===== src/rtl/gsim_sched_pkg.sv =====
// -----------------------------------------------------------------------------
// gsim_sched_pkg
// Shared definitions for the Gauss-Seidel scheduler:
//   - scheduler state encoding
//   - vector length (16), Q16.16 fraction width (16), default sweep count (64)
//   - vec_t storage type and a bounds-safe element picker used when building
//     neighbour operands (indices outside 0..15 read as zero).
// -----------------------------------------------------------------------------
package gsim_sched_pkg;

  localparam int VEC_LEN        = 16;
  localparam int IDX_W          = $clog2(VEC_LEN);
  localparam int FRAC_W         = 16;
  localparam int WORD_W         = 32;
  localparam int N_ITER_DEFAULT = 64;

  typedef enum logic [2:0] {
    S_IDLE,
    S_LOAD,
    S_ITER,
    S_DRAIN,
    S_OUT
  } state_t;

  typedef logic [WORD_W-1:0] vec_t [VEC_LEN];

  // Element pos of vec, or zero when pos falls off either end of the vector.
  function automatic logic [WORD_W-1:0] pick(input vec_t vec, input int pos);
    logic [WORD_W-1:0] val;
    val = '0;
    if (pos >= 0 && pos < VEC_LEN) val = vec[pos[IDX_W-1:0]];
    return val;
  endfunction

endpackage


===== src/rtl/gsim_sched.sv =====
// -----------------------------------------------------------------------------
// gsim_sched
// Operand scheduler for a 16-element Gauss-Seidel solver. It collects the
// right-hand side b, then streams one index per cycle to an external
// Computation_Unit for N_ITER sweeps, writes each result back into x, and
// finally streams x out.
//
// Ports
//   clk        rising-edge clock
//   reset      synchronous, active-high
//   in_en      b_in sample valid (honoured only while idle/loading)
//   b_in       signed integer b element, index order 0..15
//   cu_b       b[idx] in Q16.16 to the Computation_Unit
//   cu_x0..5   neighbours x[i-1], x[i+1], x[i-2], x[i+2], x[i-3], x[i+3]
//   cu_x_new   Computation_Unit result, valid one cycle after its operands
//   out_valid  x_out valid (16 consecutive cycles per problem)
//   x_out      solution element, signed Q16.16, index order 0..15
// -----------------------------------------------------------------------------
module gsim_sched
  import gsim_sched_pkg::*;
#(
  parameter int N_ITER = N_ITER_DEFAULT
) (
  input  logic                clk,
  input  logic                reset,
  input  logic                in_en,
  input  logic [15:0]         b_in,
  output logic [WORD_W-1:0]   cu_b,
  output logic [WORD_W-1:0]   cu_x0,
  output logic [WORD_W-1:0]   cu_x1,
  output logic [WORD_W-1:0]   cu_x2,
  output logic [WORD_W-1:0]   cu_x3,
  output logic [WORD_W-1:0]   cu_x4,
  output logic [WORD_W-1:0]   cu_x5,
  input  logic [WORD_W-1:0]   cu_x_new,
  output logic                out_valid,
  output logic [WORD_W-1:0]   x_out
);

  localparam int                 SWEEP_W    = (N_ITER > 1) ? $clog2(N_ITER) : 1;
  localparam logic [SWEEP_W-1:0] LAST_SWEEP = SWEEP_W'(N_ITER - 1);
  localparam logic [IDX_W-1:0]   LAST_IDX   = IDX_W'(VEC_LEN - 1);

  state_t             state;
  logic [IDX_W-1:0]   k;        // load position, later the output position
  logic [IDX_W-1:0]   idx;      // index being issued this cycle
  logic [SWEEP_W-1:0] sweep;
  logic               wb_valid; // an issue happened last cycle
  logic [IDX_W-1:0]   wb_idx;   // index whose result arrives this cycle
  vec_t               b;
  vec_t               x;

  // ---------------------------------------------------------------------------
  // Sequential control, storage and registered outputs
  // ---------------------------------------------------------------------------
  // NOTE: every register here uses non-blocking assignment so that all reads in
  // this block see pre-edge values regardless of statement order.
  always_ff @(posedge clk) begin
    if (reset) begin
      state     <= S_IDLE;
      k         <= '0;
      idx       <= '0;
      sweep     <= '0;
      wb_valid  <= 1'b0;
      wb_idx    <= '0;
      out_valid <= 1'b0;
      x_out     <= '0;
      // NOTE: b and x are flop arrays that are deliberately reset: an abandoned
      // problem must leave no stale x behind for the next load to iterate from.
      for (int i = 0; i < VEC_LEN; i++) begin
        b[i] <= '0;
        x[i] <= '0;
      end
    end else begin
      // Result of last cycle's issue is on cu_x_new now; commit it.
      wb_valid <= (state == S_ITER);
      wb_idx   <= idx;
      if (wb_valid) x[wb_idx] <= cu_x_new;

      case (state)
        S_IDLE, S_LOAD: begin
          if (in_en) begin
            b[k] <= {b_in, {FRAC_W{1'b0}}};
            if (k == LAST_IDX) begin
              state <= S_ITER;
              k     <= '0;
              idx   <= '0;
              sweep <= '0;
            end else begin
              state <= S_LOAD;
              k     <= k + 1'b1;
            end
          end
        end

        S_ITER: begin
          // Back-to-back issue: index 0 of the next sweep may go out while
          // x[15] is being written, since index 0 never reads x[15].
          if (idx == LAST_IDX) begin
            idx <= '0;
            if (sweep == LAST_SWEEP) state <= S_DRAIN;
            else                     sweep <= sweep + 1'b1;
          end else begin
            idx <= idx + 1'b1;
          end
        end

        S_DRAIN: begin
          // x[15] lands this edge; x[0] has been stable for a full sweep.
          state     <= S_OUT;
          k         <= '0;
          out_valid <= 1'b1;
          x_out     <= x[0];
        end

        S_OUT: begin
          if (k == LAST_IDX) begin
            state     <= S_IDLE;
            k         <= '0;
            idx       <= '0;
            sweep     <= '0;
            out_valid <= 1'b0;
            x_out     <= '0;
            for (int i = 0; i < VEC_LEN; i++) begin
              b[i] <= '0;
              x[i] <= '0;
            end
          end else begin
            k     <= k + 1'b1;
            x_out <= x[k + 1'b1];
          end
        end

        default: state <= S_IDLE;
      endcase
    end
  end

  // ---------------------------------------------------------------------------
  // Operand issue
  // x[i-1] is the result of the previous cycle's issue and is not in x yet, so
  // it is forwarded straight from cu_x_new. x[i-2] and x[i-3] were committed on
  // earlier edges; x[i+1..i+3] still hold the previous sweep's values.
  // ---------------------------------------------------------------------------
  // NOTE: every output gets a default before the conditional so no path leaves
  // it unassigned, which would otherwise infer a latch.
  always_comb begin
    cu_b  = '0;
    cu_x0 = '0;
    cu_x1 = '0;
    cu_x2 = '0;
    cu_x3 = '0;
    cu_x4 = '0;
    cu_x5 = '0;
    if (state == S_ITER) begin
      cu_b  = b[idx];
      cu_x0 = (idx == '0) ? '0 : cu_x_new;
      cu_x1 = pick(x, int'(idx) + 1);
      cu_x2 = pick(x, int'(idx) - 2);
      cu_x3 = pick(x, int'(idx) + 2);
      cu_x4 = pick(x, int'(idx) - 3);
      cu_x5 = pick(x, int'(idx) + 3);
    end
  end

endmodule


===== config.mk =====
export PLATFORM = sky130hd
export DESIGN_NAME = gsim_sched
export DESIGN_NICKNAME = d
export VERILOG_FILES = /design/src/rtl/gsim_sched_pkg.sv /design/src/rtl/gsim_sched.sv
export SDC_FILE = /design/constraint.sdc
export NUM_CORES = 2
export LEC_CHECK = 0
export ABC_AREA = 0
export CAP_MARGIN = 10
export CORE_ASPECT_RATIO = 1.4
export CORE_MARGIN = 5
export CORE_UTILIZATION = 40
export CTS_BUF_LIST = sky130_fd_sc_hd__clkbuf_8
export DETAILED_ROUTE_END_ITERATION = 10
export PLACE_DENSITY_LB_ADDON = 0.05
export SLEW_MARGIN = 30
export SYNTH_ARGS = -nofsm -noshare
export SYNTH_HDL_FRONTEND = slang
export SYNTH_SLANG_ARGS = --single-unit

===== constraint.sdc =====
create_clock -name clk -period 6.15 [get_ports clk]
set_clock_uncertainty 0.05 [all_clocks]
set_input_delay 0.615 -clock clk [delete_from_list [all_inputs] [get_ports clk]]
set_output_delay 0.615 -clock clk [all_outputs]
set_load 0.01 [all_outputs]

* After elaboration in Yosys (flattened, before gate mapping)
Memory sizes are Yosys's and may differ from the RTL's. A register that Yosys moved wholly into a read port is not among the register bits. Index checks and enable logic that the tools add are counted.
Storage, ports and cells: register bits 567, RAM bits 256, bits of input ports 51, logic and storage cells 194, memories 1
Operators by class: add/sub/neg operators 8, magnitude comparators 18, eq/ne operators 12, muxes and demuxes 90, bitwise logic cells 23, reductions and logical operators 18
Memory list:
- b | words 16, width 16, rd ports 1, clocked after memory_dff 1, wr ports 16, RTL line gsim_sched.sv:50 | vec_t b;
Operators by type and width (count):
- 2-to-1 mux 512 bit | 3
- 2-to-1 mux 32 bit | 27
- binary-select mux 32 bit (select 4 bit) | 6
- bitwise mux 512 bit | 1
- 2-to-1 mux 16 bit | 17
- demux 32 bit (select 4 bit) | 1
- case mux 32 bit (2 select lines) | 1
- greater-or-equal comparator 5 bit, second input constant | 7
- NOT 4 -> 5 bit | 7
- 2-to-1 mux 4 bit | 8
- greater-or-equal comparator 5 x 1 -> 1 bit, second input constant | 5
- 2-to-1 mux 6 bit | 4
- case mux 4 bit (3 select lines) | 2
- case mux 6 bit (3 select lines) | 1
- OR 1 bit | 16
- OR reduction 16 bit | 1
- less-than comparator 5 bit, second input constant | 3
- less-than comparator 5 x 6 -> 1 bit, second input constant | 2
- 2-to-1 mux 1 bit | 12
- 2-to-1 mux 3 bit | 4
- case mux 3 bit (4 select lines) | 1
- adder 4 x 2 -> 5 bit, second input constant | 2
- != test 2 bit, second input constant | 5
- subtractor 4 x 2 -> 5 bit, second input constant | 2
- 19 further kinds | 31

* Logic depth before layout (Yosys ltp)
word-level depth 9, gate-level depth with buffers 13

* Worst setup path after synthesis
Ideal clock, no wire load.
path kind register -> output, start register idx[0], end output port cu_x4[11], arrival time 3.148 ns, data required time 5.485 ns, setup slack 2.337 ns, stages on the path, launching flop included 13, path buffers 7, cells stage by stage dfxtp_1 -> buf_4 -> buf_4 -> buf_4 -> buf_2 -> inv_1 -> ha_1 -> clkbuf_1 -> buf_2 -> clkbuf_1 -> mux4_2 -> mux4_2 -> nor2b_1
On the way: longest elaborated chain between the ends 7
Ends and longest elaborated chain:
- start, declared | RTL line gsim_sched.sv:46 | logic [IDX_W-1:0] idx;
- start signal, assigned | RTL line gsim_sched.sv:104 | idx <= idx + 1'b1;
- subtractor 4 x 2 -> 5 bit * | RTL line gsim_sched.sv:161 | cu_x4 = pick(x, int'(idx) - 3);
- NOT 4 -> 5 bit (implied by the code) | RTL line gsim_sched_pkg.sv:31 | if (pos >= 0 && pos < VEC_LEN) val = vec[pos[IDX_W-1:0]];
- binary-select mux 32 bit (select 4 bit) | RTL line gsim_sched_pkg.sv:31
- 2-to-1 mux 32 bit (implied by the code) (2 in a row) | RTL line gsim_sched_pkg.sv:31
- 2-to-1 mux 32 bit * | RTL line gsim_sched_pkg.sv:31
- 2-to-1 mux 32 bit * | RTL line gsim_sched.sv:155 | if (state == S_ITER) begin
- end, declared | RTL line gsim_sched.sv:33 | output logic [WORD_W-1:0] cu_x4,
Every way passes the cells marked *; elsewhere a longest branch is shown, timed or not. The select of a mux whose other input is x is not followed.

* Final worst setup path
start register idx[1], end output port cu_x1[12]
On the way: longest elaborated chain between the ends 7
Ends and longest elaborated chain:
- adder 4 x 1 -> 5 bit * | RTL line gsim_sched.sv:158 | cu_x1 = pick(x, int'(idx) + 1);
- NOT 4 -> 5 bit (implied by the code) | RTL line gsim_sched_pkg.sv:31
- binary-select mux 32 bit (select 4 bit) | RTL line gsim_sched_pkg.sv:31
- 2-to-1 mux 32 bit (implied by the code) (2 in a row) | RTL line gsim_sched_pkg.sv:31
- 2-to-1 mux 32 bit * | RTL line gsim_sched_pkg.sv:31
- 2-to-1 mux 32 bit * | RTL line gsim_sched.sv:155
- end, declared | RTL line gsim_sched.sv:30 | output logic [WORD_W-1:0] cu_x1,
Marks and branches as above.

==> reports/summary.json <==
{
  "outcome": "complete, no violations",
  "dr.first_iter.drc_count": 4624,
  "number_of_nets_still_failing_antenna_checks_after_routing": 0,
  "cp-start-kind": "flop",
  "synth_xor_area_frac": 0.001878,
  "grt_setup_unrepaired": "false",
  "grt_start_max_net_pins": 159,
  "postSynthAreaPerCell_um2": 10.45,
  "yosys.area_share.simple": 0.1534,
  "max_cap_violations": 0,
  "grt_usage": 0.3138,
  "synth-compound-area-share": 0.1029,
  "syn_to_final_growth_pct": 14.64,
  "global_route_wire_length_before_repair_um": 307700,
  "drive_gt1_frac": 0.2239,
  "fin_nets": 4973,
  "synth_top_cell_by_area": "mux4_2",
  "insertion_delay_ns": 0.91,
  "pin_count": 308,
  "fin_tns_setup_ns": 0,
  "netlist_instances": 4846,
  "synth_edf_count": 256,
  "yosys.cell_types.count": 50,
  "synthMostInstantiatedCell": "nand2_1",
  "critPathArrivalTime_ns": 5.38,
  "postCtsResizedCells": 0,
  "routedWlPerCell_um": 32.66,
  "fmaxAchievable_mhz": 165.5,
  "finalWeightedCongestion": 0.8320,
  "maxSlewHeadroom": 0.2950,
  "port_buffers": 291,
  "cts_htree_levels": 4,
  "clk_root_buffer_cell": "clkbuf_8",
  "vdd_ir_drop_max_v": 0.0002215,
  "post-route-period-util": 0.9825,
  "final.min_clock_period_ns": 6.043,
  "post-place-ws_ns": 1.093,
  "cts_hold_repair.buffers": 0,
  "worst_path_dominant_cell_family": "buffers and inverters",
  "netlist_area_um2": 50650,
  "synth_top_family_by_area": "multiplexers",
  "cp_data_required_time_ns": 5.48,
  "number_of_antenna_violations_at_the_first_check_in_global_routing": 12,
  "die_height_um": 431.0,
  "ys_ff_latch": 827,
  "crit_slowest_cell": "a211oi_1",
  "power.leakage_nw": 18.17,
  "first_global_vias": 40750,
  "critical_path.n_buffers_inverters": 3,
  "number_of_buffers_created_by_cts": 146,
  "cts.sink_count": 827,
  "synth_top_area_share": 0.2486,
  "synth_seq_area_share": 0.3775,
  "post_synthesis_async_set_or_reset_flop_share": 0,
  "synth.area.top_cells": "mux4_2 25%, dfxtp_1 23%, edfxtp_1 15%, nand2_1 8.3%, a21oi_1 5.5%",
  "ys.flop_type": "dfxtp_1",
  "routed_via_density": 6.335,
  "synth_fa_ha_area_frac": 0.002965,
  "timing.setup.critical_path_class": "flop to primary output",
  "crit_chain": "buf_4, ha_1, xor2_4, buf_12, mux2i_1, a211oi_1, clkdlybuf4s50_1",
  "std_cell_rows": 154,
  "cts_setup_buffers": 0,
  "clock_tree.buffer_depth": 3,
  "finalWorstSetupSlack_ns": 0.1073,
  "final-hold-violation-count": 0,
  "final-max-slew-violation-count": 0,
  "routed_wl_um": 217800,
  "detail_route.first_pass.iterations": 7,
  "yosys_warnings": 0,
  "crit_path_end_kind": "primary output",
  "powerDensity_nw_per_um2": 201.1,
  "cts_tree": "done",
  "report.final.setup_viol": 0,
  "min-delay-path-class": "flop to flop",
  "worst_path_largest_cell_delay_ns": 0.90,
  "tightestPinTransition_ns": 1.058,
  "grt_remaining_overflow": 0,
  "drc_errors": 0,
  "worst-path-max-fanout": 84,
  "clkSlewWorstSetupHoldPaths_ns": 0.06,
  "core-area_um2": 125800,
  "synth_mux_area_frac": 0.3156,
  "initial_utilization": 0.4025,
  "die_area_um2": 133900,
  "fp.dieW_um": 310.7,
  "routed-via-count": 42240,
  "leading_cell_types_by_count_after_synthesis": "1,120 x nand2_1, 571 x dfxtp_1, 559 x mux4_2",
  "dp_hpwl_um": 134800
}
flip-flops by register name, indices dropped and copies added (netlist names), named ones only:
signal,count
state,3
wb_idx,4
idx,4
x_out,32
wb_valid,1
sweep,6
b,256
k,4
out_valid,1
x,512
logic make-up after synthesis:
logic type      Yosys count
fa+ha+maj                12
compound gates          872
buf+inv                 536
other cells               1
mux                     882
flops                   827
simple gates           1706
xor+xnor                 10
placed cells by master (no fill, tap or decap), types with 163 or more instances in the layout:
master and n:
clkdlybuf4s50_1 291, a21oi_1 557, nand2_1 1104, dfxtp_1 564
nor2b_1 163, edfxtp_1 256, clkbuf_8 174, mux2i_1 194
mux4_2 559, and2_1 306
worst min-delay path, cell delays in order (launching register included):
cell     delay (ns)
dfxtp_1        0.33
nand2_1        0.06
a21oi_1        0.05
cell type report:
type                    count  area (µm²)
inverters                   8       30.03
multi-input cells        3498       29710
diodes                      5       12.51
well taps                1638        2049
clock buffers             174        2395
repair buffers            429        4217
flip-flops and latches    827       19140
clock inverters            88       514.2
fillers                 11720       67760
power breakdown:
part	internal, mW	total [mW]	switching, mW
registers	5.68	5.70	0.0205
clock network	2.71	5.27	2.56
logic	0.217	0.701	0.484
path summary, 6_finish.rpt:
| check | to | startpoint | slack (ns) | depth (start not counted) |
|---|---|---|---|---|
| setup / recovery | cu_x1[12] | idx[1]$_SDFFE_PP0P_ | 0.11 | 7 |
| hold / removal | x[452]$_SDFF_PP0_ | x[452]$_SDFF_PP0_ | 0.45 | 2 |
| setup reg to reg | x_out[4]$_SDFFE_PP0P_ | k[0]$_SDFFE_PP0P_ | 2.47 | 7 |
| hold reg to reg | x[452]$_SDFF_PP0_ | x[452]$_SDFF_PP0_ | 0.45 | 2 |
through the flow:
stage	instance area, µm²	total power [mW]	util	hold WS (ns)	std cells
5_1_grt	58050	12.03	0.4614	0.4265	6664
3_3_place_gp	55020	6.518	0.4373	0.4153	6395
3_5_place_dp	55090	6.521	0.4378	0.4285	6398
4_1_cts	58000	11.78	0.4609	0.3588	6660
6_report	58060	11.68	0.4615	0.4474	6667
2_1_floorplan	50700	6.256	-	0.4039	4861
per-layer routing:
layer,up-vias,share of wire,GRT usage
li1,17920,-,-
met1,21610,0.37,0.3806
met2,2205,0.50,0.5440
met3,502,0.078,0.05867
met4,4,0.054,0.1463
met5,-,0.00010,0
(Power assumes the default switching activity.)
